**src/rtl/ifu_fetch.sv**
```systemverilog
// Instruction fetch unit: keeps at most one memory request in flight, holds the
// fetched word for the decoder, and applies EXU redirects ahead of all other events.
module ifu_fetch #(
  parameter logic [31:0] RESET_PC = 32'h8000_0000,
  parameter logic [31:0] NOP_INST = 32'h0000_0013
) (
  input  logic        i_clk,
  input  logic        i_rst,
  output logic        o_ifu_req_valid,
  input  logic        i_mem_req_ready,
  output logic [31:0] o_ifu_req_addr,
  input  logic        i_mem_rsp_valid,
  input  logic [31:0] i_mem_rsp_data,
  output logic        o_ifu_valid,
  input  logic        i_idu_ready,
  output logic [31:0] o_ifu_pc,
  output logic [31:0] o_ifu_inst,
  input  logic        i_exu_redirect,
  input  logic [31:0] i_exu_redirect_pc,
  output logic [31:0] o_ifu_fetch_cnt
);

  typedef enum logic [2:0] {
    S_IDLE = 3'd0,
    S_REQ  = 3'd1,
    S_WAIT = 3'd2,
    S_DROP = 3'd3,
    S_HOLD = 3'd4
  } state_e;

  state_e      state_q, state_d;
  logic [31:0] pc_q, pc_d;
  logic [31:0] ifu_pc_q, ifu_pc_d;
  logic [31:0] ifu_inst_q, ifu_inst_d;
  logic [31:0] cnt_q, cnt_d;

  logic        fire;
  logic [31:0] redir_tgt;

  assign fire      = (state_q == S_REQ) && i_mem_req_ready;
  assign redir_tgt = i_exu_redirect_pc & ~32'h3;

  always_comb begin
    state_d    = state_q;
    pc_d       = pc_q;
    ifu_pc_d   = ifu_pc_q;
    ifu_inst_d = ifu_inst_q;
    cnt_d      = cnt_q;
    if (i_exu_redirect) pc_d = redir_tgt;
    case (state_q)
      S_IDLE: state_d = S_REQ;
      S_REQ: begin
        if (fire) state_d = i_exu_redirect ? S_DROP : S_WAIT;
      end
      S_WAIT: begin
        if (i_exu_redirect) begin
          // a response landing with the redirect is for the old path; drop it now
          state_d = i_mem_rsp_valid ? S_REQ : S_DROP;
        end else if (i_mem_rsp_valid) begin
          ifu_inst_d = i_mem_rsp_data;
          ifu_pc_d   = pc_q;
          state_d    = S_HOLD;
        end
      end
      S_DROP: begin
        if (i_mem_rsp_valid) state_d = S_REQ;
      end
      S_HOLD: begin
        if (i_exu_redirect) begin
          state_d = S_REQ;
        end else if (i_idu_ready) begin
          pc_d    = pc_q + 32'd4;
          cnt_d   = cnt_q + 32'd1;
          state_d = S_REQ;
        end
      end
      default: state_d = S_IDLE;
    endcase
  end

  always_ff @(posedge i_clk or negedge i_rst) begin
    if (!i_rst) begin
      state_q    <= S_IDLE;
      pc_q       <= RESET_PC;
      ifu_pc_q   <= RESET_PC;
      ifu_inst_q <= NOP_INST;
      cnt_q      <= 32'd0;
    end else begin
      state_q    <= state_d;
      pc_q       <= pc_d;
      ifu_pc_q   <= ifu_pc_d;
      ifu_inst_q <= ifu_inst_d;
      cnt_q      <= cnt_d;
    end
  end

  // Outputs depend on registered state only.
  assign o_ifu_req_valid = (state_q == S_REQ);
  assign o_ifu_req_addr  = pc_q;
  assign o_ifu_valid     = (state_q == S_HOLD);
  assign o_ifu_pc        = ifu_pc_q;
  assign o_ifu_inst      = (state_q == S_HOLD) ? ifu_inst_q : NOP_INST;
  assign o_ifu_fetch_cnt = cnt_q;

endmodule

```
**config.mk**
```make
export PLATFORM = sky130hd
export DESIGN_NAME = ifu_fetch
export DESIGN_NICKNAME = d
export VERILOG_FILES = /design/src/rtl/ifu_fetch.sv
export SDC_FILE = /design/constraint.sdc
export NUM_CORES = 1
export LEC_CHECK = 0
export ABC_AREA = 0
export BUFFER_PORTS_ARGS = -buffer_cell sky130_fd_sc_hd__buf_2
export CORE_ASPECT_RATIO = 2
export CORE_UTILIZATION = 30
export DETAILED_ROUTE_END_ITERATION = 10
export PLACE_DENSITY = 0.52
export SLEW_MARGIN = 20
export SYNTH_ARGS = -nofsm -noshare
export SYNTH_HDL_FRONTEND = slang
export SYNTH_SLANG_ARGS = --single-unit
```
**constraint.sdc**
```tcl
create_clock -name i_clk -period 2.4 [get_ports i_clk]
set_input_delay 0.48 -clock i_clk [delete_from_list [all_inputs] [get_ports i_clk]]
set_output_delay 0.48 -clock i_clk [all_outputs]
set_load 0.02 [all_outputs]
```
Yosys cells after proc, flatten, opt, wreduce, memory -nomap -nowiden. Cells that the tools add are included. W data, S select, Z words.

Bits in registers: 131. Input bits: 70. Output and inout bits: 130. Logic and storage cells: 35.

Add/sub/neg operators: 2. Equality and inequality tests: 8. Mux-type cells: 14. Bitwise logic cells: 1. Reduce and logical (&&, ||, !) cells: 5.

Operators by type and width (number): $mux W32 (5); $add A32 B1 Y32 const B (1); $add A32 B3 Y32 const B (1); $mux W3 (6); $pmux W3 S5 (1); $eq A3 B2 Y1 const B (2); $reduce_and A3 Y1 (2); $reduce_and A4 Y1 (1); $eq A3 B1 Y1 const B (1); $eq A3 B3 Y1 const B (1); $logic_not A3 Y1 (1); $ne A3 B1 Y1 const B (1); $ne A3 B3 Y1 const B (1); $mux W2 (1); $ne A2 B1 Y1 const B (1); $ne A2 B2 Y1 const B (1); $logic_and A1 B1 Y1 (1); $mux W1 (1); $not A1 Y1 (1).

Longest topological paths before layout. Gate-level depths: netlist of the first run.

Depth after elaboration: 4. Mapped depth: 7. Gate-level depth less buffers: 6.

Least setup slack after synthesis of the first run. No wires, ideal clock.

Kind: register to output. Start point: reg state_q[2]. End point: out o_ifu_inst[22]. Data arrival time: 1545 ps. Data required time: 1920 ps. Path slack: 375 ps. Stages on the path, launching flop included: 6. Path buffers: 2. Cells stage by stage: dfrtp_1 > clkbuf_2 > inv_1 > nor3_1 > clkbuf_1 > and2_1.

Cells in the longest elaborated chain, start to end: 2.

Ends and longest elaborated chain: from (decl) (RTL line 31) `state_e state_q, state_d;`; from (signal assigned) (RTL line 89) `state_q <= state_d;`; $eq A3 B3 Y1; named net o_ifu_valid (RTL line 14) `output logic o_ifu_valid,`; $mux W32 (RTL line 102) `assign o_ifu_inst = (state_q == S_HOLD) ? ifu_inst_q : NOP_INST;`; to (decl) (RTL line 17) `output logic [31:0] o_ifu_inst,`.

The timed path passes the listed nets, and every way through them passes these cells.

Worst setup path in the final report of the first run.
Start point: reg state_q[1]. End point: out o_ifu_inst[23].

Cells in the longest elaborated chain, start to end: 2.

Ends and longest elaborated chain (RTL line): $eq A3 B3 Y1 (102); $mux W32 (102).

Every way passes these cells.

==> flow_metrics.env, run 1 <==
export IMPL_drive_above_1_share_pct=45.7
export IMPL_power_internal_w=0.00531
export IMPL_antenna_found_initial=3
export IMPL_worstMarginPinSlew_ps=582
export IMPL_die_width_um=103
export IMPL_min_path_type="input port to flip-flop"
export IMPL_synthesis_nets=586
export IMPL_switching_share_pct=30.4
export IMPL_first_iter_violations=112
export IMPL_power_leakage_nw=3.96
export IMPL_ys_warn_count=0
export IMPL_syn_avg_cell_area_um2=11.8
export IMPL_ys_seq_elements=131
export IMPL_dieArea_um2=20900
export IMPL_synth_cell_types=40
export IMPL_io_buffers=197
export IMPL_drc_errors=0
export IMPL_place_gp_congestion=0.819
export IMPL_wl_per_cell_um=16.6
export IMPL_grt_max_degree=77
export IMPL_maxCapViolCount=0
export IMPL_worstPathMaxFanout=33
export IMPL_cp_arrival_ps=1760
export IMPL_start_util_pct=30.6
export IMPL_synth_top_area_cell="dfrtp_1"
export IMPL_status="completed"
export IMPL_htreeDepth=4
export IMPL_synth_cells=514
export IMPL_endpoint_kind="output port"
export IMPL_antenna_left=0
export IMPL_synth_most_common_cell="dfrtp_1"
export IMPL_nNetsFinal=792
export IMPL_rsz0062_at_grt="no"
export IMPL_grt_first_pass_wirelength_um=26100
export IMPL_critPathKind="flip-flop to output port"
export IMPL_place_ws_ps=241
export IMPL_cts_root_buf="clkbuf_16"
export IMPL_syn_cell_area_um2=6070
export IMPL_cts_tree="built"
export IMPL_netlist_area_leader_share_pct=51.9
export IMPL_fillerInstances=2003
export IMPL_synth_edf_count=0
export IMPL_setup_violations=0
export IMPL_gr_total_overflow=0
export IMPL_netlist_top_cells_count="dfrtp_1, mux2_2, nand2_1, xnor2_1, and2_1"
export IMPL_startpoint_type="flip-flop"
export IMPL_final_cells=998
export IMPL_total_power_w=0.00762
export IMPL_postPlaceCellArea_um2=7400
export IMPL_hpwl_um=12300
export IMPL_dr_total_vias=4683
export IMPL_synthFlopType="dfrtp_1"
export IMPL_viasPerCell=4.69
export IMPL_min_period_ps=2240
export IMPL_area_growth_pct=32.3
export IMPL_dp_cells=962
export IMPL_ios=200
export IMPL_finalSetupTns_ps=0
export IMPL_p_seq_share_pct=41.5
export IMPL_grt_total_usage_pct=17.0
export IMPL_finalWorstSetupSlack_ps=164
export IMPL_clk_latency_ps=420
export IMPL_cts_sinks=131
export IMPL_max_freq_mhz=447
export IMPL_final_area_um2=8040
export IMPL_hold_viol=0
export IMPL_drt_first_pass_iters=4
export IMPL_p_sw_w=0.00231
export IMPL_slew_headroom_pct=61.2
export IMPL_grt_pass1_vias=4967
export IMPL_clock_skew_ps=5.99
export IMPL_synthTopCellsByArea="dfrtp_1, mux2_2, xnor2_1, nand2_1, and2_1"
export IMPL_async_flop_share_pct=100
export IMPL_cp_required_ps=1920
export IMPL_clock_power_share_pct=35.0
export IMPL_power_share_combinational_pct=23.5
export IMPL_rows=73
export IMPL_power_density_nw_per_um2=949
export IMPL_die_h_um=203
export IMPL_yosysSeqAreaShare_pct=54.1
export IMPL_vdd_drop_max_mv=0.430
export IMPL_drv_slew=0
export IMPL_cts_buffer_depth=2
export IMPL_cts_buffers=17
export IMPL_core_area_um2=19800
export IMPL_cts_clk_slew_worst_paths_ps=60
export IMPL_post_route_period_util_pct=93.2
export IMPL_postCtsSetupRepairBufs=0
export IMPL_wl_um=16600
-- final timing paths --
check,start,to,slack [ps],depth (start not counted)
max,state_q[1]$_DFFE_PN0P_,o_ifu_inst[23],160,5
min,i_exu_redirect_pc[4],o_ifu_req_addr[4]$_DFF_PN0_,270,3
max reg2reg,state_q[0]$_DFFE_PN0P_,o_ifu_fetch_cnt[9]$_DFFE_PN0P_,250,5
min reg2reg,o_ifu_fetch_cnt[31]$_DFFE_PN0P_,o_ifu_fetch_cnt[31]$_DFFE_PN0P_,470,1
max in group asynchronous,i_rst,o_ifu_req_addr[31]$_DFF_PN1_,1200,3
min in group asynchronous,i_rst,o_ifu_fetch_cnt[26]$_DFFE_PN0P_,470,2
-- stage by stage --
step / hold WS, ps / util [%]
final: 266 / 40.5
after global routing: 250 / 40.5
after CTS: 235 / 40.5
after detailed placement: 355 / 37.3
after global placement: 347 / 37.3
after floorplan: 184 / -
-- what timing repair did --
action	CTS	global route
hold endpoints to repair	22	0
gates resized for setup	0	2
endpoints found under the setup margin	0	29
hold buffers	1	0
-- placed cells by master, fill, tap and decap left out, types with 2 or more instances in the layout --
master and instances:
o21ai_0 23, diode_2 3, xnor2_1 47, nand2b_1 5
and4_1 9, nor4_4 6, nor2b_1 4, inv_1 6
mux2_2 62, nand4_2 2, bufinv_16 3, ha_1 2
and2_1 33, dfstp_2 5, clkbuf_8 2, buf_4 11
nor2_1 9, dfrtp_1 125, buf_2 196, nand3_1 18
nand4_1 13, and3_1 11, nor3_2 11, xor2_1 13
clkinv_2 3, nand2_1 57, o21ai_1 12, clkinvlp_4 6
a21oi_1 2, nor4_2 2, clkbuf_16 17, buf_6 2
-- registers in the layout, summed over array words and instances (netlist names) --
name             flops
ifu_inst_q          32
state_q              3
o_ifu_fetch_cnt     32
o_ifu_req_addr      32
o_ifu_pc            32
-- logic make-up (layout without fill, tap and decap cells) --
| group | count (synthesis) | in the layout | synth area share (%) |
|---|---|---|---|
| DFF | 131 | 131 | 54.1 |
| other | 0 | 3 | 0 |
| adders and majority gates | 2 | 2 | 0.412 |
| buffers and inverters | 30 | 249 | 2.37 |
| AOI/OAI and AO/OA | 40 | 40 | 3.52 |
| xor gates and xnor gates | 60 | 60 | 8.65 |
| muxes | 63 | 63 | 11.7 |
| and+or+nand+nor | 188 | 188 | 19.3 |
-- critical path: stages, from the launching register on --
cell and delay [ps]:
dfrtp_1 370, buf_4 160, nor3_2 190, buf_6 240
and2_1 190, buf_2 170
-- routing by layer --
| metal | vias to the layer above | routed length [µm] | GRT usage (%) |
|---|---|---|---|
| li1 | 2184 | - | - |
| met1 | 2319 | 5890 | 17.4 |
| met2 | 141 | 9190 | 30.0 |
| met3 | 39 | 743 | 4.52 |
| met4 | 0 | 737 | 10.1 |
| met5 | - | 0 | 0 |
-- area by class of cell --
type	count	area, µm²	area share (%)
repair buffers	211	1120	13.9
clock inverters	13	159	1.98
diodes	3	7.51	0.0934
clock buffers	19	453	5.64
inverters	6	22.5	0.280
flip-flops and latches	131	3290	40.9
well taps	262	328	4.08
multi-input cells	353	2660	33.2
-- power by group through the flow --
stage	Combinational [W]	Sequential [W]	Clock [W]
floorplan	0.000808	0.00350	0
global placement	0.00177	0.00316	0
detailed placement	0.00182	0.00320	0
CTS	0.00183	0.00317	0.00275
global route	0.00195	0.00325	0.00284
finish	0.00179	0.00316	0.00267
Power figures use the tool's default switching activity.
==> run 2: changes to the inputs <==
BUFFER_PORTS_ARGS = -buffer_cell sky130_fd_sc_hd__buf_4   (was -buffer_cell sky130_fd_sc_hd__buf_2)
==> run 2 against run 1 <==
  * Core utilization rose by 2.3 points
  * Flip-flop and latch count is the same
  * Setup slack worse by 29 ps
  * Clock power shrank 5%
  * Hold slack gained 2.3 ps
  * Clock-buffer cell count up 7
==> flow_metrics.env, run 2 (synthesis gave the netlist of run 1 again) <==
export IMPL_worstMarginPinSlew_ps=459
export IMPL_power_leakage_nw=4.06
export IMPL_antenna_cells=0
export IMPL_die_width_um=103
export IMPL_cts_clk_slew_worst_paths_ps=60
export IMPL_area_growth_pct=39.9
export IMPL_clk_latency_ps=420
export IMPL_dr_total_vias=4686
export IMPL_finalSetupTns_ps=0
export IMPL_die_h_um=203
export IMPL_rows=73
export IMPL_cp_arrival_ps=1790
export IMPL_grt_total_usage_pct=17.0
export IMPL_core_area_um2=19800
export IMPL_cts_root_buf="clkbuf_16"
export IMPL_hpwl_um=12700
export IMPL_grt_use_met3_pct=4.28
export IMPL_ios=200
export IMPL_setup_violations=0
export IMPL_top_usage_layer="met2"
export IMPL_cts_buffer_depth=2
export IMPL_viasPerCell=4.71
export IMPL_start_util_pct=30.6
export IMPL_vdd_drop_max_mv=0.400
export IMPL_drv_slew=0
export IMPL_cts_sinks=131
export IMPL_status="completed"
export IMPL_postCtsSetupRepairBufs=0
export IMPL_cts_tree="built"
export IMPL_io_buffers=197
export IMPL_use_met2_pct=31.8
export IMPL_worstPathMaxFanout=33
export IMPL_power_density_nw_per_um2=906
export IMPL_dp_cells=963
export IMPL_grtUsageMet1_pct=16.7
export IMPL_drt_first_pass_iters=5
export IMPL_final_common_cell="buf_4"
export IMPL_wl_per_cell_um=17.0
export IMPL_slew_headroom_pct=69.3
export IMPL_grt_pass1_vias=4785
export IMPL_drive_above_1_share_pct=44.7
export IMPL_grt_first_pass_wirelength_um=26100
export IMPL_critPathKind="flip-flop to output port"
export IMPL_hold_slack_ps=268
export IMPL_max_freq_mhz=441
export IMPL_wl_um=16900
export IMPL_min_path_type="input port to flip-flop"
export IMPL_clock_skew_ps=13.7
export IMPL_rsz0062_at_grt="no"
export IMPL_maxCapViolCount=0
export IMPL_antenna_found_initial=0
export IMPL_final_area_um2=8500
export IMPL_grt_max_degree=53
export IMPL_place_gp_congestion=0.804
export IMPL_layout_common_cells="buf_4, dfrtp_1, mux2_2"
export IMPL_cp_required_ps=1920
export IMPL_dieArea_um2=20900
export IMPL_min_period_ps=2270
export IMPL_cts_buffers=17
export IMPL_antenna_left=0
export IMPL_drc_errors=0
export IMPL_nNetsFinal=793
export IMPL_final_cells=995
export IMPL_first_iter_violations=104
export IMPL_hold_viol=0
export IMPL_htreeDepth=4
export IMPL_gr_total_overflow=0
export IMPL_endpoint_kind="output port"
export IMPL_postPlaceCellArea_um2=7920
export IMPL_startpoint_type="flip-flop"
export IMPL_total_power_w=0.00771
export IMPL_post_route_period_util_pct=94.4
==> run 2: cell count changes in the layout (fill, tap and decap cells not counted), moves of 2 or more <==
| cell | change |
|---|---|
| buf_2 | -196 |
| clkbuf_1 | +6 |
| diode_2 | -3 |
| clkinvlp_4 | -5 |
| buf_4 | +196 |
| buf_12 | +2 |
==> run 2: where the power goes <==
group / internal, W / switching (W) / total [W] / leakage, nW
sequential: 0.00282 / 0.000361 / 0.00318 / 1.67
combinational: 0.00103 / 0.000971 / 0.00200 / 2.12
clock: 0.00160 / 0.000923 / 0.00253 / 0.274
==> run 2: final timing paths <==
| check | cells after the start | start | slack [ps] | endpoint |
|---|---|---|---|---|
| worst max-delay path | 5 | state_q[1]$_DFFE_PN0P_ | 130 | o_ifu_inst[26] |
| worst min-delay path | 3 | i_exu_redirect_pc[9] | 270 | o_ifu_req_addr[9]$_DFF_PN0_ |
| worst max register to register | 6 | state_q[0]$_DFFE_PN0P_ | 310 | o_ifu_fetch_cnt[9]$_DFFE_PN0P_ |
| worst min register to register | 1 | o_ifu_fetch_cnt[31]$_DFFE_PN0P_ | 490 | o_ifu_fetch_cnt[31]$_DFFE_PN0P_ |
| max in group asynchronous | 3 | i_rst | 1220 | o_ifu_req_addr[31]$_DFF_PN1_ |
| min in group asynchronous | 2 | i_rst | 510 | o_ifu_fetch_cnt[15]$_DFFE_PN0P_ |
==> run 2: per-layer routing <==
layer | up-vias | wire length (µm)
met2 | 139 | 9730
met5 | - | 0
met4 | 0 | 508
li1 | 2180 | -
met1 | 2338 | 5960
met3 | 29 | 721
==> run 2: timing repair <==
item	CTS	global route
hold endpoints to repair	31	0
hold buffers	1	0
resized for setup	0	0
==> run 2: per-stage QoR <==
stage / utilization [%] / worst slack, ps
floorplan: - / 375
global placement: 40.0 / 324
detailed placement: 40.0 / 274
CTS: 42.9 / 85.1
global route: 42.9 / 31.6
finish: 42.9 / 135
==> run 2: worst max-delay path, stage by stage, from the launching register on <==
cell	delay (ps)
dfrtp_1	390
buf_4	170
nor3_2	150
buf_4	310
and2_1	200
buf_4	140
==> run 2: layout make-up <==
type,count,area (µm²)
clock buffer,26,489
clock inverter,5,77.6
fill,1941,11300
inverter,6,22.5
multi-input combinational,353,2660
sequential,131,3280
tap,262,328
timing repair buffer,212,1640
==> run 3: changes to the inputs <==
ABC_AREA = 1   (was 0)
PLACE_DENSITY = 0.51   (was 0.52)
==> run 3 against run 2 <==
  * First-iteration DRC count is 76% higher
  * Clock-buffer cell count is 3 lower
  * Design area is 12% higher
  * Highest routed layer unchanged
  * Maximum frequency hardly changed
  * Sequential power hardly changed
  * Clock skew is 2.0 ps lower
  * Sequential share of layout area is 4.2 points lower
  * Clock power is 16% higher
==> flow_metrics.env, run 3 <==
export IMPL_status="completed"
export IMPL_postCtsSetupRepairBufs=0
export IMPL_place_ws_ps=399
export IMPL_io_buffers=197
export IMPL_grt_pass1_vias=6736
export IMPL_critPathKind="flip-flop to output port"
export IMPL_cp_arrival_ps=1780
export IMPL_syn_avg_cell_area_um2=7.36
export IMPL_cts_tree="built"
export IMPL_start_util_pct=30.7
export IMPL_slew_headroom_pct=60.3
export IMPL_endpoint_kind="output port"
export IMPL_layout_common_cells="nand2_1, buf_4, nor2_1"
export IMPL_gr_total_overflow=0
export IMPL_max_freq_mhz=442
export IMPL_clk_latency_ps=430
export IMPL_synthesis_nets=1020
export IMPL_cp_required_ps=1920
export IMPL_async_flop_share_pct=100
export IMPL_cts_clk_slew_worst_paths_ps=60
export IMPL_hpwl_um=18300
export IMPL_power_internal_w=0.00565
export IMPL_vdd_drop_max_mv=0.583
export IMPL_synthTopCellsByArea="dfrtp_1, nand2_1, nor2_1, inv_1, o21ai_0"
export IMPL_reg2reg_from="o_ifu_req_addr[3]$_DFF_PN0_"
export IMPL_post_route_period_util_pct=94.3
export IMPL_ys_seq_elements=131
export IMPL_antenna_found_initial=0
export IMPL_min_path_type="input port to async pin"
export IMPL_p_seq_share_pct=38.2
export IMPL_cts_buffers=17
export IMPL_setup_violations=0
export IMPL_first_iter_violations=183
export IMPL_drt_first_pass_iters=4
export IMPL_power_share_combinational_pct=26.3
export IMPL_place_gp_congestion=0.879
export IMPL_startpoint_type="flip-flop"
export IMPL_regArea_um2=3280
export IMPL_cp_slowest_cell="dfrtp_1"
export IMPL_finalWorstSetupSlack_ps=136
export IMPL_hold_slack_ps=16.1
export IMPL_area_growth_pct=36.5
export IMPL_power_density_nw_per_um2=866
export IMPL_cts_sinks=131
export IMPL_yosysSeqAreaShare_pct=47.1
export IMPL_drive_above_1_share_pct=23.9
export IMPL_ios=200
export IMPL_critPathLaunch="state_q[0]$_DFFE_PN0P_"
export IMPL_fillerInstances=2436
export IMPL_viasPerCell=4.61
export IMPL_clock_power_share_pct=35.5
export IMPL_die_width_um=110
export IMPL_finalSetupTns_ps=0
export IMPL_wl_um=23500
export IMPL_grt_max_degree=58
export IMPL_grt_total_usage_pct=20.5
export IMPL_rows=78
export IMPL_netlist_area_leader_share_pct=45.2
export IMPL_antenna_left=0
export IMPL_path_cells="nor2_4, nand2_8, buf_4, nor2_1, buf_4"
export IMPL_die_h_um=218
export IMPL_antenna_cells=0
export IMPL_dr_total_vias=6664
export IMPL_htreeDepth=4
export IMPL_multi_input_area_um2=3130
export IMPL_core_area_um2=22700
export IMPL_worstPathMaxFanout=27
export IMPL_syn_cell_area_um2=6980
export IMPL_nNetsFinal=1224
export IMPL_crit_top_cell="buf_4"
export IMPL_synth_edf_count=0
export IMPL_grt_first_pass_wirelength_um=35600
export IMPL_synth_cell_types=31
export IMPL_p_sw_w=0.00260
export IMPL_drc_errors=0
export IMPL_clock_skew_ps=11.7
export IMPL_cts_buffer_depth=2
export IMPL_power_leakage_nw=4.86
export IMPL_final_common_cell="nand2_1"
export IMPL_worstMarginPinSlew_ps=595
export IMPL_dieArea_um2=23900
export IMPL_netlist_top_cells_count="nand2_1, nor2_1, dfrtp_1, inv_1, o21ai_0"
export IMPL_switching_share_pct=31.5
export IMPL_synthFlopType="dfrtp_1"
export IMPL_hold_viol=0
export IMPL_drv_slew=0
export IMPL_path_buf_inv=2
export IMPL_critPathMaxStageDelay_ps=450
export IMPL_min_period_ps=2260
export IMPL_synth_most_common_cell="nand2_1"
export IMPL_ys_warn_count=0
export IMPL_rsz0062_at_grt="no"
export IMPL_critPathTopFamily="simple AND/OR/NAND/NOR gates"
export IMPL_wl_per_cell_um=16.3
export IMPL_cts_root_buf="clkbuf_16"
export IMPL_synth_cells=948
export IMPL_finish_utilization_pct=41.9
export IMPL_synth_top_area_cell="dfrtp_1"
export IMPL_maxCapViolCount=0
run 3: cell count changes after synthesis, sizes merged, moves of 15 or more:
| cell | previous run | this run |
|---|---|---|
| o22ai | 0 | 15 |
| a21oi | 2 | 42 |
| nand2 | 57 | 276 |
| mux2 | 62 | 7 |
| xnor2 | 47 | 10 |
| nand3 | 20 | 43 |
| nor2 | 9 | 171 |
| and2 | 33 | 0 |
| inv | 6 | 115 |
| o21ai | 35 | 57 |
run 3: final cells by class:
type | instances | share of cell area (%)
Sequential cell | 131 | 34.5
Multi-Input combinational cell | 672 | 32.9
Timing Repair Buffer | 215 | 17.5
Clock buffer | 23 | 5.12
Inverter | 115 | 4.53
Tap cell | 280 | 3.68
Clock inverter | 9 | 1.83
run 3: logic make-up after synthesis:
family / after synthesis / share of synthesized area, %
AO/OA/AOI/OAI: 123 / 9.34
adder cells (fa/ha/maj): 2 / 0.359
XOR/XNOR: 24 / 3.01
buffers and inverters: 145 / 8.30
multiplexers: 7 / 1.13
AND/OR/NAND/NOR: 516 / 30.8
flip-flops: 131 / 47.1
run 3: routing by layer:
metal	vias up	GRT usage [%]	wire length, µm
met1	3064	18.5	8100
li1	3369	-	-
met3	40	4.75	1210
met5	-	0	0
met2	191	40.1	13300
met4	0	10.7	901
run 3: worst paths after layout:
path                                                end  slack [ps]  depth (start not counted)
setup / recovery                         o_ifu_inst[11]         140                          5
hold / removal               ifu_inst_q[15]$_DFFE_PN0P_          20                          1
setup reg to reg           o_ifu_req_addr[22]$_DFF_PN0_         420                          8
hold reg to reg                 o_ifu_pc[4]$_DFFE_PN0P_         480                          2
max in group asynchronous     ifu_inst_q[0]$_DFFE_PN1P_        1640                          2
min in group i_clk            ifu_inst_q[4]$_DFFE_PN1P_         270                          2
run 3: power by group through the flow:
stage	sequential (W)	combinational (W)	clock (W)
after CTS	0.00316	0.00221	0.00301
after detailed placement	0.00319	0.00220	0
after global routing	0.00322	0.00241	0.00309
after floorplan	0.00349	0.000875	0
after global placement	0.00318	0.00218	0
final	0.00315	0.00217	0.00293
run 3: metrics by stage:
stage	total power, W	instances	cell area (µm²)
floorplan	0.00437	948	6980
global placement	0.00536	1413	8850
detailed placement	0.00539	1413	8850
CTS	0.00838	1445	9520
global route	0.00873	1445	9530
finish	0.00825	1445	9530
run 3: what timing repair did:
| item | 4_1_cts | 5_1_grt |
|---|---|---|
| gates resized for setup | 0 | 1 |
| hold buffers | 0 | 0 |
| setup endpoints to repair | 0 | 12 |
